<file path="config.mk">
export PLATFORM = sky130hd
export DESIGN_NAME = bomb_scheduler_flat
export DESIGN_NICKNAME = d
export VERILOG_FILES = /design/src/rtl/bomb_scheduler_if.sv /design/src/rtl/bomb_scheduler.sv /design/src/flat_wrapper.sv
export SDC_FILE = /design/constraint.sdc
export NUM_CORES = 1
export LEC_CHECK = 0
export ABC_CLOCK_PERIOD_IN_PS = 14900
export CELL_PAD_IN_SITES_DETAIL_PLACEMENT = 1
export CELL_PAD_IN_SITES_GLOBAL_PLACEMENT = 1
export CORE_ASPECT_RATIO = 0.75
export CORE_MARGIN = 4
export CORE_UTILIZATION = 46
export CTS_CLUSTER_DIAMETER = 30
export CTS_CLUSTER_SIZE = 16
export DETAILED_ROUTE_END_ITERATION = 10
export GPL_TIMING_DRIVEN = 0
export PLACE_DENSITY = 0.88
export REMOVE_ABC_BUFFERS = 1
export SLEW_MARGIN = 20
export SYNTH_ARGS = -nofsm -noshare
export SYNTH_HDL_FRONTEND = slang
export SYNTH_SLANG_ARGS = --single-unit
</file>
<file path="constraint.sdc">
create_clock -name frame_clk -period 14.9 [get_ports frame_clk]
set_clock_uncertainty 0.05 [all_clocks]
set_input_delay 2.235 -clock frame_clk [delete_from_list [all_inputs] [get_ports frame_clk]]
set_output_delay 2.235 -clock frame_clk [all_outputs]
set_load 0.03 [all_outputs]
</file>
<file path="src/rtl/bomb_scheduler_if.sv">
// Bus between the player movement blocks, the bomb scheduler and the renderer / collision logic.
// The scheduler takes the slave side; whoever drives drops and positions takes the master side.
interface bomb_scheduler_if;
   logic       drop1, drop2;
   logic [9:0] user1X, user1Y, user2X, user2Y;
   logic [9:0] bomb1X, bomb1Y, bomb2X, bomb2Y;
   logic       bomb1_on, bomb2_on;
   logic [9:0] blastX0, blastY0, blastX1, blastY1;
   logic       blast_on, blast_owner;
   logic       hit1, hit2;
   logic [2:0] heart1, heart2;
   logic       game_over;

   modport master (
      output drop1, drop2, user1X, user1Y, user2X, user2Y,
      input  bomb1X, bomb1Y, bomb2X, bomb2Y, bomb1_on, bomb2_on,
             blastX0, blastY0, blastX1, blastY1, blast_on, blast_owner,
             hit1, hit2, heart1, heart2, game_over
   );

   modport slave (
      input  drop1, drop2, user1X, user1Y, user2X, user2Y,
      output bomb1X, bomb1Y, bomb2X, bomb2Y, bomb1_on, bomb2_on,
             blastX0, blastY0, blastX1, blastY1, blast_on, blast_owner,
             hit1, hit2, heart1, heart2, game_over
   );
endinterface

</file>
<file path="src/rtl/bomb_scheduler.sv">
// Two-player bomb lifecycle: drop, fuse, shared blast unit with round-robin arbitration,
// chain reactions, blast damage and heart counters.
module bomb_scheduler #(
   parameter int FUSE_FRAMES  = 60,
   parameter int BLAST_FRAMES = 20,
   parameter int COOL_FRAMES  = 30,
   parameter int BOMB_S       = 16,
   parameter int BLAST_R      = 24,
   parameter int HEARTS_INIT  = 3,
   parameter int USER_W       = 16,
   parameter int USER_H       = 25
) (
   input logic             frame_clk,
   input logic             Reset,
   bomb_scheduler_if.slave bus
);
   typedef enum logic [2:0] {IDLE, ARMED, PENDING, EXPLODE, COOLDOWN} state_t;

   localparam logic [7:0]  FUSE_LOAD  = 8'(FUSE_FRAMES - 1);
   localparam logic [7:0]  BLAST_LOAD = 8'(BLAST_FRAMES - 1);
   localparam logic [7:0]  COOL_LOAD  = 8'(COOL_FRAMES - 1);
   localparam logic [10:0] SIDE       = 11'(BOMB_S - 1);
   localparam logic [10:0] REACH      = 11'(BLAST_R);
   localparam logic [10:0] USER_DX    = 11'(USER_W - 1);
   localparam logic [10:0] USER_DY    = 11'(USER_H - 1);
   localparam logic [10:0] X_MAX      = 11'd639;
   localparam logic [10:0] Y_MAX      = 11'd479;

   state_t      state  [2];
   logic [7:0]  count  [2];
   logic [9:0]  bomb_x [2];
   logic [9:0]  bomb_y [2];
   logic [2:0]  heart  [2];
   logic [1:0]  drop_prev;
   logic        rr_next;
   logic [1:0]  hit;
   logic        game_over;

   logic [1:0]  drop, pending, exploding, grant, chain, hit_now;
   logic [9:0]  user_x [2];
   logic [9:0]  user_y [2];
   logic        owner, blast_on, damage_frame;
   logic [10:0] own_x, own_y, box_x0, box_x1, box_y0, box_y1;

   function automatic logic overlaps(input logic [10:0] a_x0, a_x1, a_y0, a_y1,
                                     input logic [10:0] b_x0, b_x1, b_y0, b_y1);
      return (a_x0 <= b_x1) && (a_x1 >= b_x0) && (a_y0 <= b_y1) && (a_y1 >= b_y0);
   endfunction

   // Blast box of whichever bomb holds the blast unit, arbitration and damage/chain detection
   always_comb begin
      drop      = {bus.drop2, bus.drop1};
      user_x[0] = bus.user1X;
      user_y[0] = bus.user1Y;
      user_x[1] = bus.user2X;
      user_y[1] = bus.user2Y;
      pending   = '0;
      exploding = '0;
      chain     = '0;
      hit_now   = '0;
      for (int i = 0; i < 2; i++) begin
         pending[i]   = (state[i] == PENDING);
         exploding[i] = (state[i] == EXPLODE);
      end
      blast_on = |exploding;
      owner    = exploding[1];
      own_x    = {1'b0, bomb_x[owner]};
      own_y    = {1'b0, bomb_y[owner]};
      box_x0   = (own_x >= REACH) ? own_x - REACH : 11'd0;
      box_y0   = (own_y >= REACH) ? own_y - REACH : 11'd0;
      box_x1   = (own_x + SIDE + REACH > X_MAX) ? X_MAX : own_x + SIDE + REACH;
      box_y1   = (own_y + SIDE + REACH > Y_MAX) ? Y_MAX : own_y + SIDE + REACH;

      grant = 2'b00;
      if (!blast_on)
         grant = (&pending) ? (rr_next ? 2'b10 : 2'b01) : pending;

      // Damage is judged only while the blast counter still holds its load value
      damage_frame = blast_on && (count[owner] == BLAST_LOAD);
      for (int i = 0; i < 2; i++) begin
         chain[i] = (state[i] == ARMED) && exploding[i ^ 1] &&
                    overlaps({1'b0, bomb_x[i]}, {1'b0, bomb_x[i]} + SIDE,
                             {1'b0, bomb_y[i]}, {1'b0, bomb_y[i]} + SIDE,
                             box_x0, box_x1, box_y0, box_y1);
         hit_now[i] = damage_frame &&
                      overlaps({1'b0, user_x[i]}, {1'b0, user_x[i]} + USER_DX,
                               {1'b0, user_y[i]}, {1'b0, user_y[i]} + USER_DY,
                               box_x0, box_x1, box_y0, box_y1);
      end
   end

   // Per-player bomb FSMs, round-robin pointer and heart bookkeeping
   always_ff @(posedge frame_clk or negedge Reset) begin
      if (!Reset) begin
         for (int i = 0; i < 2; i++) begin
            state[i]  <= IDLE;
            count[i]  <= '0;
            bomb_x[i] <= '0;
            bomb_y[i] <= '0;
            heart[i]  <= 3'(HEARTS_INIT);
         end
         drop_prev <= '0;
         rr_next   <= 1'b0;
         hit       <= '0;
         game_over <= 1'b0;
      end else begin
         drop_prev <= drop;
         hit       <= hit_now;
         game_over <= game_over || (heart[0] == 3'd0) || (heart[1] == 3'd0);
         // The pointer only moves when both bombs were contending
         if ((&pending) && (|grant))
            rr_next <= grant[0];
         for (int i = 0; i < 2; i++) begin
            if (hit_now[i] && (heart[i] != 3'd0))
               heart[i] <= heart[i] - 3'd1;
            case (state[i])
               IDLE: begin
                  if (drop[i] && !drop_prev[i] && !game_over) begin
                     state[i]  <= ARMED;
                     count[i]  <= FUSE_LOAD;
                     bomb_x[i] <= user_x[i];
                     bomb_y[i] <= user_y[i];
                  end
               end
               ARMED: begin
                  if (chain[i] || (count[i] == 8'd0))
                     state[i] <= PENDING;
                  else
                     count[i] <= count[i] - 8'd1;
               end
               PENDING: begin
                  if (grant[i]) begin
                     state[i] <= EXPLODE;
                     count[i] <= BLAST_LOAD;
                  end
               end
               EXPLODE: begin
                  if (count[i] == 8'd0) begin
                     state[i] <= COOLDOWN;
                     count[i] <= COOL_LOAD;
                  end else begin
                     count[i] <= count[i] - 8'd1;
                  end
               end
               COOLDOWN: begin
                  if (count[i] == 8'd0)
                     state[i] <= IDLE;
                  else
                     count[i] <= count[i] - 8'd1;
               end
               default: state[i] <= IDLE;
            endcase
         end
      end
   end

   assign bus.bomb1X      = bomb_x[0];
   assign bus.bomb1Y      = bomb_y[0];
   assign bus.bomb2X      = bomb_x[1];
   assign bus.bomb2Y      = bomb_y[1];
   assign bus.bomb1_on    = (state[0] == ARMED) || (state[0] == PENDING);
   assign bus.bomb2_on    = (state[1] == ARMED) || (state[1] == PENDING);
   assign bus.blast_on    = blast_on;
   assign bus.blast_owner = owner;
   assign bus.blastX0     = blast_on ? box_x0[9:0] : 10'd0;
   assign bus.blastY0     = blast_on ? box_y0[9:0] : 10'd0;
   assign bus.blastX1     = blast_on ? box_x1[9:0] : 10'd0;
   assign bus.blastY1     = blast_on ? box_y1[9:0] : 10'd0;
   assign bus.hit1        = hit[0];
   assign bus.hit2        = hit[1];
   assign bus.heart1      = heart[0];
   assign bus.heart2      = heart[1];
   assign bus.game_over   = game_over;
endmodule

</file>
<file path="src/flat_wrapper.sv">
// flat-port wrapper written by rule: the top's interface ports become plain ports
module bomb_scheduler_flat 
#(
   parameter int FUSE_FRAMES  = 60,
   parameter int BLAST_FRAMES = 20,
   parameter int COOL_FRAMES  = 30,
   parameter int BOMB_S       = 16,
   parameter int BLAST_R      = 24,
   parameter int HEARTS_INIT  = 3,
   parameter int USER_W       = 16,
   parameter int USER_H       = 25
)
  (frame_clk, Reset, bus_drop1, bus_drop2, bus_user1X, bus_user1Y, bus_user2X, bus_user2Y, bus_bomb1X, bus_bomb1Y, bus_bomb2X, bus_bomb2Y, bus_bomb1_on, bus_bomb2_on, bus_blastX0, bus_blastY0, bus_blastX1, bus_blastY1, bus_blast_on, bus_blast_owner, bus_hit1, bus_hit2, bus_heart1, bus_heart2, bus_game_over);
  bomb_scheduler_if bus_i ();
  input logic frame_clk;
  input logic Reset;
  input wire logic [$bits(bus_i.drop1)-1:0] bus_drop1;
  input wire logic [$bits(bus_i.drop2)-1:0] bus_drop2;
  input wire logic [$bits(bus_i.user1X)-1:0] bus_user1X;
  input wire logic [$bits(bus_i.user1Y)-1:0] bus_user1Y;
  input wire logic [$bits(bus_i.user2X)-1:0] bus_user2X;
  input wire logic [$bits(bus_i.user2Y)-1:0] bus_user2Y;
  output wire logic [$bits(bus_i.bomb1X)-1:0] bus_bomb1X;
  output wire logic [$bits(bus_i.bomb1Y)-1:0] bus_bomb1Y;
  output wire logic [$bits(bus_i.bomb2X)-1:0] bus_bomb2X;
  output wire logic [$bits(bus_i.bomb2Y)-1:0] bus_bomb2Y;
  output wire logic [$bits(bus_i.bomb1_on)-1:0] bus_bomb1_on;
  output wire logic [$bits(bus_i.bomb2_on)-1:0] bus_bomb2_on;
  output wire logic [$bits(bus_i.blastX0)-1:0] bus_blastX0;
  output wire logic [$bits(bus_i.blastY0)-1:0] bus_blastY0;
  output wire logic [$bits(bus_i.blastX1)-1:0] bus_blastX1;
  output wire logic [$bits(bus_i.blastY1)-1:0] bus_blastY1;
  output wire logic [$bits(bus_i.blast_on)-1:0] bus_blast_on;
  output wire logic [$bits(bus_i.blast_owner)-1:0] bus_blast_owner;
  output wire logic [$bits(bus_i.hit1)-1:0] bus_hit1;
  output wire logic [$bits(bus_i.hit2)-1:0] bus_hit2;
  output wire logic [$bits(bus_i.heart1)-1:0] bus_heart1;
  output wire logic [$bits(bus_i.heart2)-1:0] bus_heart2;
  output wire logic [$bits(bus_i.game_over)-1:0] bus_game_over;
  assign bus_i.drop1 = bus_drop1;
  assign bus_i.drop2 = bus_drop2;
  assign bus_i.user1X = bus_user1X;
  assign bus_i.user1Y = bus_user1Y;
  assign bus_i.user2X = bus_user2X;
  assign bus_i.user2Y = bus_user2Y;
  assign bus_bomb1X = bus_i.bomb1X;
  assign bus_bomb1Y = bus_i.bomb1Y;
  assign bus_bomb2X = bus_i.bomb2X;
  assign bus_bomb2Y = bus_i.bomb2Y;
  assign bus_bomb1_on = bus_i.bomb1_on;
  assign bus_bomb2_on = bus_i.bomb2_on;
  assign bus_blastX0 = bus_i.blastX0;
  assign bus_blastY0 = bus_i.blastY0;
  assign bus_blastX1 = bus_i.blastX1;
  assign bus_blastY1 = bus_i.blastY1;
  assign bus_blast_on = bus_i.blast_on;
  assign bus_blast_owner = bus_i.blast_owner;
  assign bus_hit1 = bus_i.hit1;
  assign bus_hit2 = bus_i.hit2;
  assign bus_heart1 = bus_i.heart1;
  assign bus_heart2 = bus_i.heart2;
  assign bus_game_over = bus_i.game_over;
  bomb_scheduler #(.FUSE_FRAMES(FUSE_FRAMES), .BLAST_FRAMES(BLAST_FRAMES), .COOL_FRAMES(COOL_FRAMES), .BOMB_S(BOMB_S), .BLAST_R(BLAST_R), .HEARTS_INIT(HEARTS_INIT), .USER_W(USER_W), .USER_H(USER_H)) u_core (.frame_clk(frame_clk), .Reset(Reset), .bus(bus_i));
endmodule
</file>
==> results of run 1 <==
[cells by family (layout without fill, tap and decap cells)]
kind of cell	after synthesis	count (layout)	share of synthesized area, %
buffers and inverters	81	208	3.44
flip-flops	74	74	19.4
AND/OR/NAND/NOR	425	425	21.5
XOR/XNOR	76	76	6.96
AO/OA/AOI/OAI	267	267	17.6
multiplexers	57	57	6.62
adder cells (fa/ha/maj)	186	186	24.3
other	2	9	0.0786
[critical path: stages (launching register included)]
cell,delay (ps)
dfrtp_1,660
nand3b_2,880
inv_2,730
o21ai_0,280
inv_1,190
ha_1,240
inv_1,70
a211oi_2,340
o21ai_1,180
xnor2_1,250
o21ai_0,120
nor3_1,420
nor2_4,120
o21ai_0,180
clkdlybuf4s50_1,700
[Yosys cell counts (all sizes together) (9+ instances only)]
cell type / instances / area share, %
a211oi: 12 / 0.99
nor3: 30 / 1.6
xnor2: 49 / 4.5
a21oi: 87 / 4.6
clkbuf: 19 / 0.75
nor2b: 13 / 0.85
xor2: 27 / 2.5
nand4: 19 / 1.2
nor2: 102 / 4.1
and3: 24 / 1.6
nand2b: 21 / 1.4
mux2i: 19 / 2.1
a31oi: 13 / 0.85
o31ai: 9 / 0.71
nand2: 129 / 5.1
ha: 186 / 24
inv: 55 / 2.2
o21ai: 66 / 3.5
mux2: 38 / 4.5
a21o: 21 / 1.6
dfrtp: 70 / 18
or3: 13 / 0.85
nand3: 41 / 2.1
[through the flow]
| stage | worst slack [ps] | utilization, % |
|---|---|---|
| floorplan | 8590 | - |
| global placement | 7430 | 54.9 |
| detailed placement | 7420 | 55.2 |
| CTS | 7000 | 56.7 |
| global route | 6490 | 56.7 |
| finish | 6880 | 56.7 |
[path summary, 6_finish.rpt]
check / startpoint / to / cells past startpoint
worst max-delay path: u_core.state[0] / bus_blastY1[2] / 14
worst min-delay path: u_core.rr_next / u_core.rr_next / 1
worst max register to register: u_core.state[0] / u_core.count[9] / 21
worst min register to register: u_core.rr_next / u_core.rr_next / 1
max in group asynchronous: Reset / u_core.bus.heart2[1] / 2
min in group asynchronous: Reset / u_core.bus.bomb1X[9] / 1
[routing by layer]
| layer | track usage, % | vias to the layer above | share of wire, % |
|---|---|---|---|
| li1 | - | 4521 | - |
| met3 | 4.97 | 67 | 7.4 |
| met2 | 47.6 | 371 | 46 |
| met5 | 0 | - | 0 |
| met4 | 9.80 | 0 | 2.3 |
| met1 | 39.9 | 4899 | 44 |
[registers in the layout, summed over array words and instances (netlist names), 3 cells and up]
| register | count |
|---|---|
| u_core.bus.bomb2X | 10 |
| u_core.bus.bomb1X | 10 |
| u_core.bus.heart1 | 3 |
| u_core.count | 16 |
| u_core.bus.bomb2Y | 10 |
| u_core.bus.heart2 | 3 |
| u_core.bus.bomb1Y | 10 |
| u_core.state | 6 |
[layout make-up]
| class | count | share of cell area [%] |
|---|---|---|
| clock inverters | 7 | 0.662 |
| repair buffers | 137 | 12.1 |
| clock buffers | 9 | 1.95 |
| well taps | 282 | 3.06 |
| multi-input cells | 1020 | 64.3 |
| inverters | 55 | 1.79 |
| flip-flops and latches | 74 | 16.1 |
==> summary.md, run 1 <==
| Metric | Value |
|---|---|
| HP Class | register to register |
| Vias in the first global route | 9983 |
| Worst setup SP type | register |
| CP Data Required Time | 12610 ps |
| Vias per inst | 6.22 |
| Die H | 133 um |
| First-pass GRT wire length | 54.4 mm |
| Minimum clock period | 8020 ps |
| Number of H-tree levels | 3 |
| Layout cells sized above 1 | 6.53% |
| Status | finished clean |
| Die area | 23200 um^2 |
| Final Hold Vio Count | 0 |
| Avg WL per Cell | 22.4 um |
| CTS sink count | 74 |
| Max-cap violation count | 0 |
| Initial antenna violation count | 0 |
| Later-pin clock latency in the skew report | 360 ps |
| Register bit total from synthesis | 74 |
| Total GRT Usage | 29.4% |
| Cts-stage hold buffer count | 0 |
| Worst-case clock buffer depth | 2 |
| Crit path max fanout | 29 |
| CTS resizes | 0 |
| Most common cell after layout, fill and taps aside | ha_1 |
| Worst-path clk slew | 60 ps |
| Fmax | 125 MHz |
| Worst endpoint data arrival time | 5740 ps |
| CTS buffer count | 9 |
| Final Cell Area | 11500 um^2 |
| Post-synthesis cell area | 9560 um^2 |
| CTS root buf | clkbuf_16 |
| EDFF count, synth | 0 |
| Syn_area_per_cell | 8.18 um^2 |
| Hpwl dp | 28.3 mm |
| Vias | 9858 |
| RD Place Congestion | 0.908 |
| Pin count of the biggest net entering global routing | 45 |
| Worst slew margin | 26.8% |
| Commonest non-fill, non-tap cells in the layout | ha_1, clkdlybuf4s50_1, nand2_1 |
| DRT iter0 DRCs | 750 |
| Dpl cell area | 11200 um^2 |
| Reg area | 1860 um^2 |
| CP Class | register to output pin |
| Area delta synth->final | 20.5% |
| # diodes | 0 |
| Cell row count | 45 |
| Final ANT Viol Nets | 0 |
| Asr flop ratio synth | 100% |
| Crit. End Element | output pin |
| Primary FF master, synth | dfrtp_1 |
| Slew @ Worst Pin | 1100 ps |
| Final Hold Slack | 453 ps |
| Reg-to-reg slack, setup | 7100 ps |
| Initial Utilization | 47.0% |
| First-pass iteration count of the detailed router | 5 |
| Mapped Cells | 1168 |
| DRC errors left | 0 |
| Post-CTS Setup Repair Bufs | 0 |
| Nets | 1527 |
| Non-Filler Instances | 1584 |
| Fillcell total | 2451 |
| Sequential-to-total area share from yosys stat | 19.4% |
| Core Area | 20300 um^2 |
| CTS tree | built |
| GRT overflow | 0 |
| Final setup TNS | 0 ps |
| Synth unique cells | 78 |
| Final Max Tran Viols | 0 |
| Unrepaired setup endpoints after global routing | no |
| # IOs | 137 |
| Die Span X | 174 um |
| Synth warnings | 0 |
| IO buf count | 135 |
| Placed cells | 1568 |
| Period utilization | 53.8% |
| DRT Wirelength | 35.5 mm |
| Final setup fails | 0 |
| Multi-input logic area | 7410 um^2 |
Power of run 1 is left out: the tool's default activity adds up to more than one toggle a clock period on the data nets, which glitch-free logic cannot reach.
==> inputs of run 2 (changes only) <==
Settings changed: ABC_CLOCK_PERIOD_IN_PS 14900 to 6700, CORE_UTILIZATION 46 to 38, PLACE_DENSITY 0.88 to 0.77.
Clock period 14.9 ns to 6.7 ns, I/O delays scaled along.
==> run 2 against run 1 <==
Net effect:
- critical path depth grew 6
- global-route usage shrank 4.4 points
- register-to-register slack lost 6600 ps
- count of clock-buffer cells in the layout grew 2
- core utilization shrank 8.9 points
- routed wire length shrank 0.12%
- sequential share of layout area shrank 0.11 points
- die area grew 20%
- critical path type is now register to register
- largest cell class unchanged
- worst setup slack lost 6400 ps
- design area grew 0.90%
==> summary.md, run 2 (synthesized netlist as in run 1, its figures left out) <==
| Metric | Value |
|---|---|
| Status | finished clean (unchanged) |
| FF-to-FF path depth | 20 (was 21) |
| Final core occ | 47.8% (was 56.7%) |
| HP Class | register to register (unchanged) |
| Worst Slack Setup Final | 463 ps (was 6880 ps) |
| DRC errors left | 0 (unchanged) |
| Total GRT Usage | 25.0% (was 29.4%) |
| Number of H-tree levels | 3 (unchanged) |
| Cts-stage hold buffer count | 0 (unchanged) |
| First-pass iteration count of the detailed router | 5 (unchanged) |
| Unrepaired setup endpoints after global routing | no (unchanged) |
| Initial Utilization | 39.3% (was 47.0%) |
| Minimum clock period | 6240 ps |
| CTS buffer count | 9 (unchanged) |
| Core Area | 24300 um^2 (was 20300 um^2) |
| Vias per inst | 5.88 (was 6.22) |
| RD Place Congestion | 0.917 (was 0.908) |
| Cell row count | 49 (was 45) |
| Reg-to-reg slack, setup | 460 ps (was 7100 ps) |
| IO buf count | 135 (unchanged) |
| Die H | 145 um (was 133 um) |
| Worst-case clock buffer depth | 2 (unchanged) |
| Layout cells sized above 1 | 7.14% (was 6.53%) |
| Most common cell after layout, fill and taps aside | ha_1 (unchanged) |
| Final Max Tran Viols | 0 (unchanged) |
| First-pass GRT wire length | 55.1 mm (was 54.4 mm) |
| Worst endpoint data arrival time | 6420 ps (was 5740 ps) |
| Vias in the first global route | 9682 (was 9983) |
| # diodes | 0 (unchanged) |
| Die area | 27800 um^2 (was 23200 um^2) |
| Avg WL per Cell | 21.7 um (was 22.4 um) |
| Hpwl dp | 28.4 mm (was 28.3 mm) |
| DRT iter0 DRCs | 594 (was 750) |
| Area delta synth->final | 21.6% (was 20.5%) |
| Die Span X | 191 um (was 174 um) |
| Final Hold Vio Count | 0 (unchanged) |
| # IOs | 137 (unchanged) |
| CTS sink count | 74 (unchanged) |
| Max reg flops | 16 (unchanged) |
| CP Class | register to register (was register to output pin) |
| CTS root buf | clkbuf_16 (unchanged) |
| Pre-CTS setup slack | -908 ps (was 7420 ps) |
| Hold EP | u_core.rr_next (unchanged) |
| CTS tree | built (unchanged) |
| CP Data Required Time | 6880 ps (was 12610 ps) |
| FF-to-FF Start | u_core.state[2] (was u_core.state[0]) |
| DRT Wirelength | 35.4 mm (was 35.5 mm) |
| Fmax | 160 MHz |
| Pin count of the biggest net entering global routing | 51 (was 45) |
| Period utilization | 93.1% |
| Initial antenna violation count | 0 (unchanged) |
| GRT overflow | 0 (unchanged) |
| Slew @ Worst Pin | 1080 ps (was 1100 ps) |
| Later-pin clock latency in the skew report | 350 ps (was 360 ps) |
| Worst slew margin | 27.7% (was 26.8%) |
| Hold path cells | 1 (unchanged) |
| Final setup fails | 0 (unchanged) |
| RR Endpoint | u_core.count[9] (unchanged) |
| Nets | 1527 (unchanged) |
| Worst-path clk slew | 70 ps (was 60 ps) |
| Final ANT Viol Nets | 0 (unchanged) |
| Crit path max fanout | 17 (was 29) |
| Max-cap violation count | 0 (unchanged) |
| Hold Crit Start | u_core.rr_next (unchanged) |
| Vias | 9607 (was 9858) |
| Commonest non-fill, non-tap cells in the layout | ha_1, clkdlybuf4s50_1, nand2_1 (unchanged) |
| Crit. End Element | register (was output pin) |
| Top reg by flops | u_core.count (unchanged) |
| Worst setup SP type | register (unchanged) |
==> run 2: final cells by class <==
class	instances	area [um^2]
clock buffer	11	243
clock inverter	5	62.6
sequential	74	1860
multi-input combinational	1021	7460
timing repair buffer	136	1380
inverter	55	211
fill	2935	12700
tap	331	414
==> run 2: stage by stage <==
step	setup TNS (ps)	instances	cell area [um^2]	hold slack (ps)
2_1_floorplan	0	1149	9460	409
5_1_grt	0	1633	11600	480
6_report	0	1633	11600	445
3_5_place_dp	-12850	1616	11300	433
4_1_cts	0	1633	11600	446
3_3_place_gp	-7570	1615	11200	432
==> run 2: repair_timing <==
action                     CTS  global route
setup buffers                0             0
setup endpoints to repair   31            11
resized for setup            7             5
pin swaps                    1             0
gates cloned                 1             0
==> run 2: worst max path at each step <==
stage | endpoint | start | depth (start not counted) | slack [ps]
after floorplan | u_core.count[6] | u_core.state[2] | 22 | 1060
after global placement | u_core.count[9] | u_core.state[1] | 20 | -670
after detailed placement | u_core.count[11] | u_core.state[0] | 21 | -910
after CTS | u_core.count[11] | u_core.state[2] | 22 | 180
after global routing | u_core.count[9] | u_core.state[0] | 22 | 120
final | u_core.count[9] | u_core.state[2] | 20 | 460
==> run 2: critical path: stages (launching register included) <==
cell and delay [ps]:
dfrtp_2 530, nand3b_4 430, inv_6 310, nor2_1 70, a21o_1 190, inv_1 110
ha_1 210, a21boi_1 130, nor2_1 270, or3_1 350, inv_1 130, nor2_1 650
ha_1 410, a211oi_1 250, nand2_1 90, o311a_1 390, a41oi_1 410, nand4_1 230
nand3_1 220, and2_2 280, mux2_2 350
==> run 2: metal layers <==
layer  share of wire (%)  wire, um  GRT usage (%)
met3                 6.7      2380           2.88
met4                 1.8       644           5.85
met1                  48     17000           37.2
met5                   0         0              0
met2                  44     15400           38.8
Power of run 2 is left out for the same reason.
==> edit, RTL diff (settings of run 1) <==
Make the reset (`Reset`) synchronous in one clocked block.
--- a/src/rtl/bomb_scheduler.sv
+++ b/src/rtl/bomb_scheduler.sv
@@ -92,3 +92,3 @@
    // Per-player bomb FSMs, round-robin pointer and heart bookkeeping
-   always_ff @(posedge frame_clk or negedge Reset) begin
+   always_ff @(posedge frame_clk) begin
       if (!Reset) begin
Behaviour: differs if Reset is asserted again (counterexample within 4 cycles, from zero or initial values and one cycle with Reset low); with Reset held inactive, the same outputs for 10 cycles.
==> edit against run 1 <==
- design area rose by 1.1%
- sequential share of layout area up 2.4 points
- worst hold slack improved by 0.096 ns
- wire length rose by 1.4%
- highest routed layer unchanged
- sequential cell count is the same
- setup slack better by 0.21 ns
- area after synthesis is 1.7% higher
==> edit: results (changes against run 1) <==
* Status: finished, final reports clean
* Total number of vias at 9654 (-2.1%)
* Largest net degree at the start of global routing at 29 (-36%)
* DP Area at 0.0113 mm^2 (+1.1%)
* Initial DRC count at 901 (+20%)
* Critical-path cell with the highest stage delay: mux2i_1
* Placed cells at 1527 (-2.6%)
* First-pass GRT wire length at 56000 um (+3.0%)
* Crit path DAT at 5.53 ns (-0.21 ns)
* Detailed placement HPWL at 28200 um (-0.14%)
* Share of the yosys chip area belonging to registers at 0.222 (+0.0281)
* Final nets at 1489 (-2.5%)
* R2r setup slk at 7.63 ns (+0.53 ns)
* Post-synth top cells: ha_1, nand2_1, nor2_1
* CP peak stage delay at 0.75 ns (-0.13 ns)
* Vias per std cell at 6.26 (+0.53%)
* Hold Crit Start: u_core.bus.game_over
* Vias in the first global route at 10200 (+2.3%)
* Share of post-route cells with drive strength above 1 at 0.0381 (-0.0272)
* Hold Path End: u_core.bus.game_over
* FF-to-FF End: u_core.count[1][3]
* WL final at 36000 um (+1.4%)
* Number of distinct library cells after synthesis at 77 (-1.3%)
* EDFF count, synth at 68 (+68)
* Asr flop ratio synth at 0 (-1.00)
* Fill cell count at 2460 (+0.37%)
## edit: changes by cell type after synthesis, sizes merged, moves of 7 or more
cell / before / now
nand2: 129 / 99
edfxtp: 0 / 68
o21ai: 66 / 52
dfrtp: 70 / 0
and2: 5 / 54
nor2: 102 / 95
xor2: 27 / 38
a21oi: 87 / 66
nand4: 19 / 27
mux2: 38 / 5
## edit: per-stage QoR
| step | hold slack [ns] | util | worst slack, ns | power, mW |
|---|---|---|---|---|
| 2_1_floorplan | 0.513 | - | 9.09 | 1.30 |
| 3_3_place_gp | 0.518 | 0.551 | 7.01 | 1.71 |
| 3_5_place_dp | 0.521 | 0.553 | 7.58 | 1.81 |
| 4_1_cts | 0.559 | 0.568 | 7.18 | 2.07 |
| 5_1_grt | 0.580 | 0.568 | 6.84 | 2.25 |
| 6_report | 0.549 | 0.568 | 7.08 | 2.10 |
## edit: kinds of logic (layout without fill, tap and decap cells)
kind of cell | count (synthesis) | in the layout | synth area share
AO/OA/AOI/OAI | 236 | 236 | 0.158
XOR/XNOR | 88 | 88 | 0.0793
adder cells (fa/ha/maj) | 189 | 189 | 0.243
buffers and inverters | 83 | 206 | 0.0355
flip-flops | 74 | 74 | 0.222
multiplexers | 22 | 22 | 0.0260
other | 2 | 5 | 0.000772
AND/OR/NAND/NOR | 441 | 441 | 0.235
## edit: final cells by class
type	instances	area, um^2	share of cell area
clock buffers	11	253	0.0217
clock inverters	5	52.6	0.00451
inverters	54	205	0.0176
multi-input cells	981	7250	0.622
flip-flops and latches	74	2160	0.186
well taps	282	353	0.0303
repair buffers	136	1380	0.118
## edit: critical path, delay by kind of cell (launching register included)
kind / cells / cell delay, ns
flops: 1 / 0.51
simple gates: 5 / 1.37
fa+ha+maj: 1 / 0.31
mux: 2 / 1.27
buf+inv: 2 / 1.14
compound gates: 2 / 0.56
## edit: power breakdown
part	switching [mW]	internal (mW)
Sequential	0.0943	0.301
Clock	0.0974	0.138
Combinational	0.911	0.555
## edit: worst max path at each step
stage / startpoint / cells past startpoint / end
6_report: u_core.state[1][2] / 12 / bus_blastX1[4]
5_1_grt: u_core.state[1][2] / 12 / bus_blastX1[6]
4_1_cts: u_core.state[1][2] / 12 / bus_blastX1[6]
3_5_place_dp: u_core.state[1][2] / 12 / bus_blastX1[6]
3_3_place_gp: Reset / 6 / u_core.count[0][5]
2_1_floorplan: u_core.state[1][2] / 11 / bus_blastX1[1]
## edit: routing by layer
layer  track usage  part of all wire  wire, um  vias up
met5             0                 0         0        -
met4         0.105             0.028      1020        0
met3        0.0617             0.084      3030       86
met2         0.473              0.44     15800      408
met1         0.410              0.45     16100     4745
li1              -                 -         -     4415
